[config.mk]
export PLATFORM = sky130hd
export DESIGN_NAME = button_debouncer
export DESIGN_NICKNAME = d
export VERILOG_FILES = /design/src/rtl/button_debouncer.sv
export SDC_FILE = /design/constraint.sdc
export NUM_CORES = 1
export LEC_CHECK = 0
export CAP_MARGIN = 20
export CORE_AREA = 2 2 59 61
export DETAILED_ROUTE_END_ITERATION = 10
export DIE_AREA = 0 0 61 63
export MAX_ROUTING_LAYER = met4
export PLACE_DENSITY = 0.72
export SLEW_MARGIN = 40
export SYNTH_ARGS = -nofsm -noshare
export SYNTH_HDL_FRONTEND = slang
export SYNTH_SLANG_ARGS = --single-unit
[constraint.sdc]
create_clock -name clk_in -period 1.18 [get_ports clk_in]
set_input_delay 0.177 -clock clk_in [delete_from_list [all_inputs] [get_ports clk_in]]
set_output_delay 0.177 -clock clk_in [all_outputs]
set_load 0.01 [all_outputs]
[src/rtl/button_debouncer.sv]
// Multi-channel push-button debouncer. The divided clock tick_clk is resynchronized as data into
// a sample tick. Optional long-press strobes are enabled by defining DEBOUNCE_LONG_PRESS_EN.
module button_debouncer #(
  parameter int CHANNELS     = 4,
  parameter int STABLE_TICKS = 4,
  parameter int LONG_TICKS   = 100
) (
  input  logic                clk_in,
  input  logic                rst,
  input  logic                tick_clk,
  input  logic [CHANNELS-1:0] btn_raw,
  output logic [CHANNELS-1:0] btn_state,
  output logic [CHANNELS-1:0] btn_press,
  output logic [CHANNELS-1:0] btn_release,
  output logic [CHANNELS-1:0] btn_long
);

  localparam int            CW       = $clog2(STABLE_TICKS + 1);
  localparam logic [CW-1:0] CNT_LAST = CW'(STABLE_TICKS - 1);

  if (CHANNELS < 1 || STABLE_TICKS < 1 || LONG_TICKS < 1) begin : g_param_check
    $error("button_debouncer: CHANNELS, STABLE_TICKS and LONG_TICKS must all be >= 1");
  end

  logic                tk_s1, tk_s2, tk_prev;
  logic [CHANNELS-1:0] btn_s1, btn_sync;
  logic                sample_tick;

  // NOTE: every flop uses non-blocking assignment so each stage samples its pre-edge input;
  // blocking here would collapse the synchronizer chain into a single stage.
  always_ff @(posedge clk_in) begin
    if (rst) begin
      tk_s1    <= 1'b0;
      tk_s2    <= 1'b0;
      tk_prev  <= 1'b0;
      btn_s1   <= '0;
      btn_sync <= '0;
    end else begin
      tk_s1    <= tick_clk;
      tk_s2    <= tk_s1;
      tk_prev  <= tk_s2;
      btn_s1   <= btn_raw;
      btn_sync <= btn_s1;
    end
  end

  // One clk_in cycle per rising edge of the divided clock.
  assign sample_tick = tk_s2 & ~tk_prev;

  logic [CW-1:0] cnt [CHANNELS];

  // NOTE: the count array is a few flops per channel, not a RAM, so it is reset with everything
  // else; a stale count surviving reset would let a press be accepted early.
  always_ff @(posedge clk_in) begin
    if (rst) begin
      btn_state   <= '0;
      btn_press   <= '0;
      btn_release <= '0;
      for (int i = 0; i < CHANNELS; i++) cnt[i] <= '0;
    end else begin
      btn_press   <= '0;
      btn_release <= '0;
      for (int i = 0; i < CHANNELS; i++) begin
        if (btn_sync[i] == btn_state[i]) begin
          cnt[i] <= '0;
        end else if (sample_tick) begin
          if (cnt[i] == CNT_LAST) begin
            // Strobe is registered alongside the new level so both appear in the same cycle.
            btn_state[i]   <= ~btn_state[i];
            btn_press[i]   <= ~btn_state[i];
            btn_release[i] <= btn_state[i];
            cnt[i]         <= '0;
          end else begin
            cnt[i] <= cnt[i] + 1'b1;
          end
        end
      end
    end
  end

`ifdef DEBOUNCE_LONG_PRESS_EN
  localparam int            LW       = $clog2(LONG_TICKS + 1);
  localparam logic [LW-1:0] HOLD_MAX = LW'(LONG_TICKS);

  logic [LW-1:0] hold_cnt [CHANNELS];

  always_ff @(posedge clk_in) begin
    if (rst) begin
      btn_long <= '0;
      for (int i = 0; i < CHANNELS; i++) hold_cnt[i] <= '0;
    end else begin
      btn_long <= '0;
      for (int i = 0; i < CHANNELS; i++) begin
        if (!btn_state[i]) begin
          hold_cnt[i] <= '0;
        end else if (sample_tick && hold_cnt[i] != HOLD_MAX) begin
          // Saturating at HOLD_MAX makes the strobe fire exactly once per press.
          hold_cnt[i] <= hold_cnt[i] + 1'b1;
          btn_long[i] <= (hold_cnt[i] == HOLD_MAX - 1'b1);
        end
      end
    end
  end
`else
  assign btn_long = '0;
`endif

endmodule

* Word-level counts from Yosys, hierarchy flattened *
Memory sizes are Yosys's and may differ from the RTL's.
Index checks and enable logic that the tools add are counted.

cells by class
  add/sub/neg operators = 4
  equal/unequal tests = 8
  muxes and demuxes = 66
  bitwise gates (word level) = 27
  reductions and logical operators = 8

operator list
  kind                   number
  $mux W1                54
  $mux W3                12
  $reduce_or A4 Y1       4
  $not A1 Y1             14
  $add A3 B1 Y3 const B  4
  $eq A3 B2 Y1 const B   4
  $or A1 B1 Y1           12
  $reduce_and A3 Y1      4
  $eq A1 B1 Y1           4
  $and A1 B1 Y1          1

storage, ports and cells
  flip-flop bits (word level) = 23
  RAM bits = 12
  input port bits = 7
  memories = 1

memories
  name  depth  width  rd ports  clocked after memory_dff  wr ports  RTL line  source
  cnt   4      3      4         0                         4         50        logic [CW-1:0] cnt [CHANNELS];

* Depth between registers and ports, before layout *
An unclocked memory read counts as a cell.

  depth after elaboration = 9
  gate-level depth with buffers = 4

* Least setup slack after synthesis *
No wires, ideal clock.

  path kind = register to register
  start point = register tk_s2
  end point = memory cnt[0][1] (netlist name), data pin
  data arrival time = 1.101 ns
  data required time = 1.011 ns
  slack = -0.090 ns
  cell stages (with the launch flop) = 4
  path through = dfxtp_1 > or3b_4 > buf_6 > nor4b_2

RTL lines
  element                 RTL line  source
  start, declared         25        logic tk_s1, tk_s2, tk_prev;
  start signal, assigned  40        tk_s2 <= tk_s1;
  end, declared           50

==> flow_summary.toml <==
[run_status]
status = "complete, but fails checks"
violations = "negative setup slack"

[critical_path]
critPathLaunch = "tk_s2$_SDFF_PP0_"
crit_arrival_ps = 1460
path_buf_inv = 0
reg2reg_setup_slack_ps = -110
rr_startpoint = "tk_s2$_SDFF_PP0_"
worstReg2RegEnd = "cnt[3][1]$_SDFFCE_PN0P_"
crit_chain = "or3b_4 > nor4b_2"
critPathTopFamily = "simple AND/OR/NAND/NOR gates"
cp_max_fo = 6
start_kind = "flip-flop"
max_stage_delay_ps = 490
ff2ff_path_depth = 2
cp-end-kind = "flip-flop"
cp_slowest_cell = "or3b_4"
critPathKind = "reg -> reg"
worstPathRequired_ps = 1350

[clock_tree]
clockBufferDepth = 2
cts.sink_count = 35
worst_skew_pair.late_latency_ps = 340
htreeDepth = 2
cts-hold-fix-buffers = 0
clk_pin_slew_worst_paths_ps = 100
tritoncts = "yes"
cts-buffers-inserted = 5
cts_root_buf = "clkbuf_4"

[global_routing]
overflow = 0
antenna_found_initial = 0
grt_pass1_vias = 1055
grt_pass1_wl_mm = 4.80
grt_use_total_pct = 17.7
grt_max_degree = 16

[timing]
fmax_mhz = 777
finalSetupViolCount = 21
rsz0062_at_grt = "yes"
final_max_slew_viol_count = 0
setup_slack_ps = -107
min_period_ps = 1290
whs_ps = 320
period_share_pct = 109
final-hold-violation-count = 0
finalClockSkew_ps = 6.57

[logic_synthesis]
syn_inst = 113
ys_ff_latch = 35
synth_area_um2 = 1450
yosysTopAreaCell = "dfxtp_1"
synth.distinct_cells = 20
synth_edf_count = 12
yosys_warnings = 0
yosys-top-cells-area = "dfxtp_1, edfxtp_1, ha_1"
synth_common_cells = "dfxtp_1, edfxtp_1, nor2b_1"
yosysTopAreaCellShare_pct = 31.9
yosysSeqAreaShare_pct = 56.8
synthArstFlopShare_pct = 0
yosys_most_used_dff = "dfxtp_1"
synth.avg_cell_area_um2 = 12.8
synth.most_common_cell = "dfxtp_1"

[floorplan]
io_pins = 23
die_w_um = 61
fp.dieH_um = 63
rows = 21
core_area_um2 = 3230
die_area_um2 = 3840
start_util_pct = 44.7

[layout]
fin_nets = 174
ff_latch_area_um2 = 841
antenna_cells = 0
syn_to_final_growth_pct = 48.7
fill_cells = 250
multi_input_area_um2 = 810
drive_gt1_share_pct = 41.9

[worst_hold_path]
holdPathStages = 3
min_from = "rst"
worstHoldEndpoint = "tk_prev$_SDFF_PP0_"
worstHoldPathType = "in -> reg"

[placed_design]
place_ws_ps = -395
finalWeightedCongestion = 0.727
hpwl_mm = 1.82
numPortBuffers = 18

[pwr]
p_per_area_nw_per_um2 = 963
ir_worst_vdd_v = 0.000799
power.leakage_uw = 0.000850

[detailed_routing]
drc_errors = 0
viasPerCell = 5.03
antenna_left = 0
vias = 1036
drtIter0Drc = 13
first_pass_iters = 4
routed_wl_mm = 3.02
wl_per_cell_um = 14.7

[flow_run]
drv_cap = 0
## sequential cells by signal, indices dropped and copies added (netlist names)
name	cells
btn_state	4
tk_s1	1
btn_s1	4
btn_sync	4
btn_press	4
tk_s2	1
tk_prev	1
btn_release	4
cnt	12
## power by group
group          total [uW]  internal (uW)  switching, uW
registers            1280           1260           15.9
clock network         629            230            400
logic                 164           88.5           75.4
total                2070           1580            491
## timing repair
item,CTS,global route
setup endpoints to repair,29,40
buffers inserted,5,4
pin swaps,12,14
cloned,0,1
resized for setup,31,31
## logic make-up after synthesis
family / after synthesis / share of synthesized area, %
xor gates and xnor gates: 4 / 2.42
buffers and inverters: 11 / 4.42
and+or+nand+nor: 50 / 26.4
DFF: 35 / 56.8
other: 1 / 0.259
adders and majority gates: 8 / 6.93
muxes: 4 / 2.77
## metal layers
layer  GRT usage (%)  up-vias  part of all wire (%)
li1                -      498                     -
met1            20.0      504                    40
met2            28.2       24                    54
met3            4.35       10                   3.4
met4            8.97        0                   3.1
met5               -        -                     0
## worst max-delay path by stage
| stage | cells after the start | slack, ps | endpoint |
|---|---|---|---|
| floorplan | 3 | -60 | cnt[0][2]$_SDFFCE_PN0P_ |
| global placement | 3 | -350 | cnt[1][1]$_SDFFCE_PN0P_ |
| detailed placement | 3 | -400 | cnt[1][1]$_SDFFCE_PN0P_ |
| CTS | 3 | -90 | cnt[1][2]$_SDFFCE_PN0P_ |
| global route | 2 | -160 | cnt[3][1]$_SDFFCE_PN0P_ |
| finish | 2 | -110 | cnt[3][1]$_SDFFCE_PN0P_ |
## placed cells by master, fill, tap and decap left out, types with 2 or more instances in the layout
| cell type | instances |
|---|---|
| buf_4 | 19 |
| dfxtp_1 | 15 |
| edfxtp_1 | 12 |
| nor2b_1 | 11 |
| nand2b_1 | 8 |
| and4b_1 | 8 |
| dlygate4sd2_1 | 8 |
| nor4_4 | 5 |
| clkbuf_4 | 5 |
| clkdlybuf4s50_1 | 5 |
| buf_6 | 5 |
| inv_1 | 4 |
| xnor2_1 | 4 |
| or3_4 | 4 |
| nand3b_1 | 4 |
| mux2i_1 | 4 |
| ha_2 | 4 |
| ha_4 | 4 |
| conb_1 | 4 |
| dfxtp_4 | 4 |
| dfxtp_2 | 4 |
| clkdlybuf4s15_1 | 4 |
| nor4_2 | 3 |
| nor4b_4 | 3 |
| or3b_4 | 2 |
## area by class of cell
type	count	share of cell area, %
Sequential cell	35	39.1
Multi-Input combinational cell	71	37.7
Timing Repair Buffer	42	17.3
Tap cell	46	2.68
Clock buffer	6	1.92
Inverter	4	0.699
Clock inverter	2	0.582
## worst min-delay path: cells and delay by family
kind	cells	cell delay (ps)
buffers and inverters	2	400
AND/OR/NAND/NOR	1	60
## through the flow
stage | area, um2 | instances | setup TNS, ps | power (uW) | util (%)
2_1_floorplan | 1490 | 116 | -321 | 1380 | -
3_3_place_gp | 1790 | 188 | -9260 | 1420 | 55.4
3_5_place_dp | 1790 | 188 | -10560 | 1430 | 55.4
4_1_cts | 1970 | 201 | -475 | 2050 | 60.8
5_1_grt | 2150 | 206 | -2170 | 2160 | 66.5
6_report | 2150 | 206 | -983 | 2070 | 66.5
No activity file was read; power rests on OpenSTA's default activity.
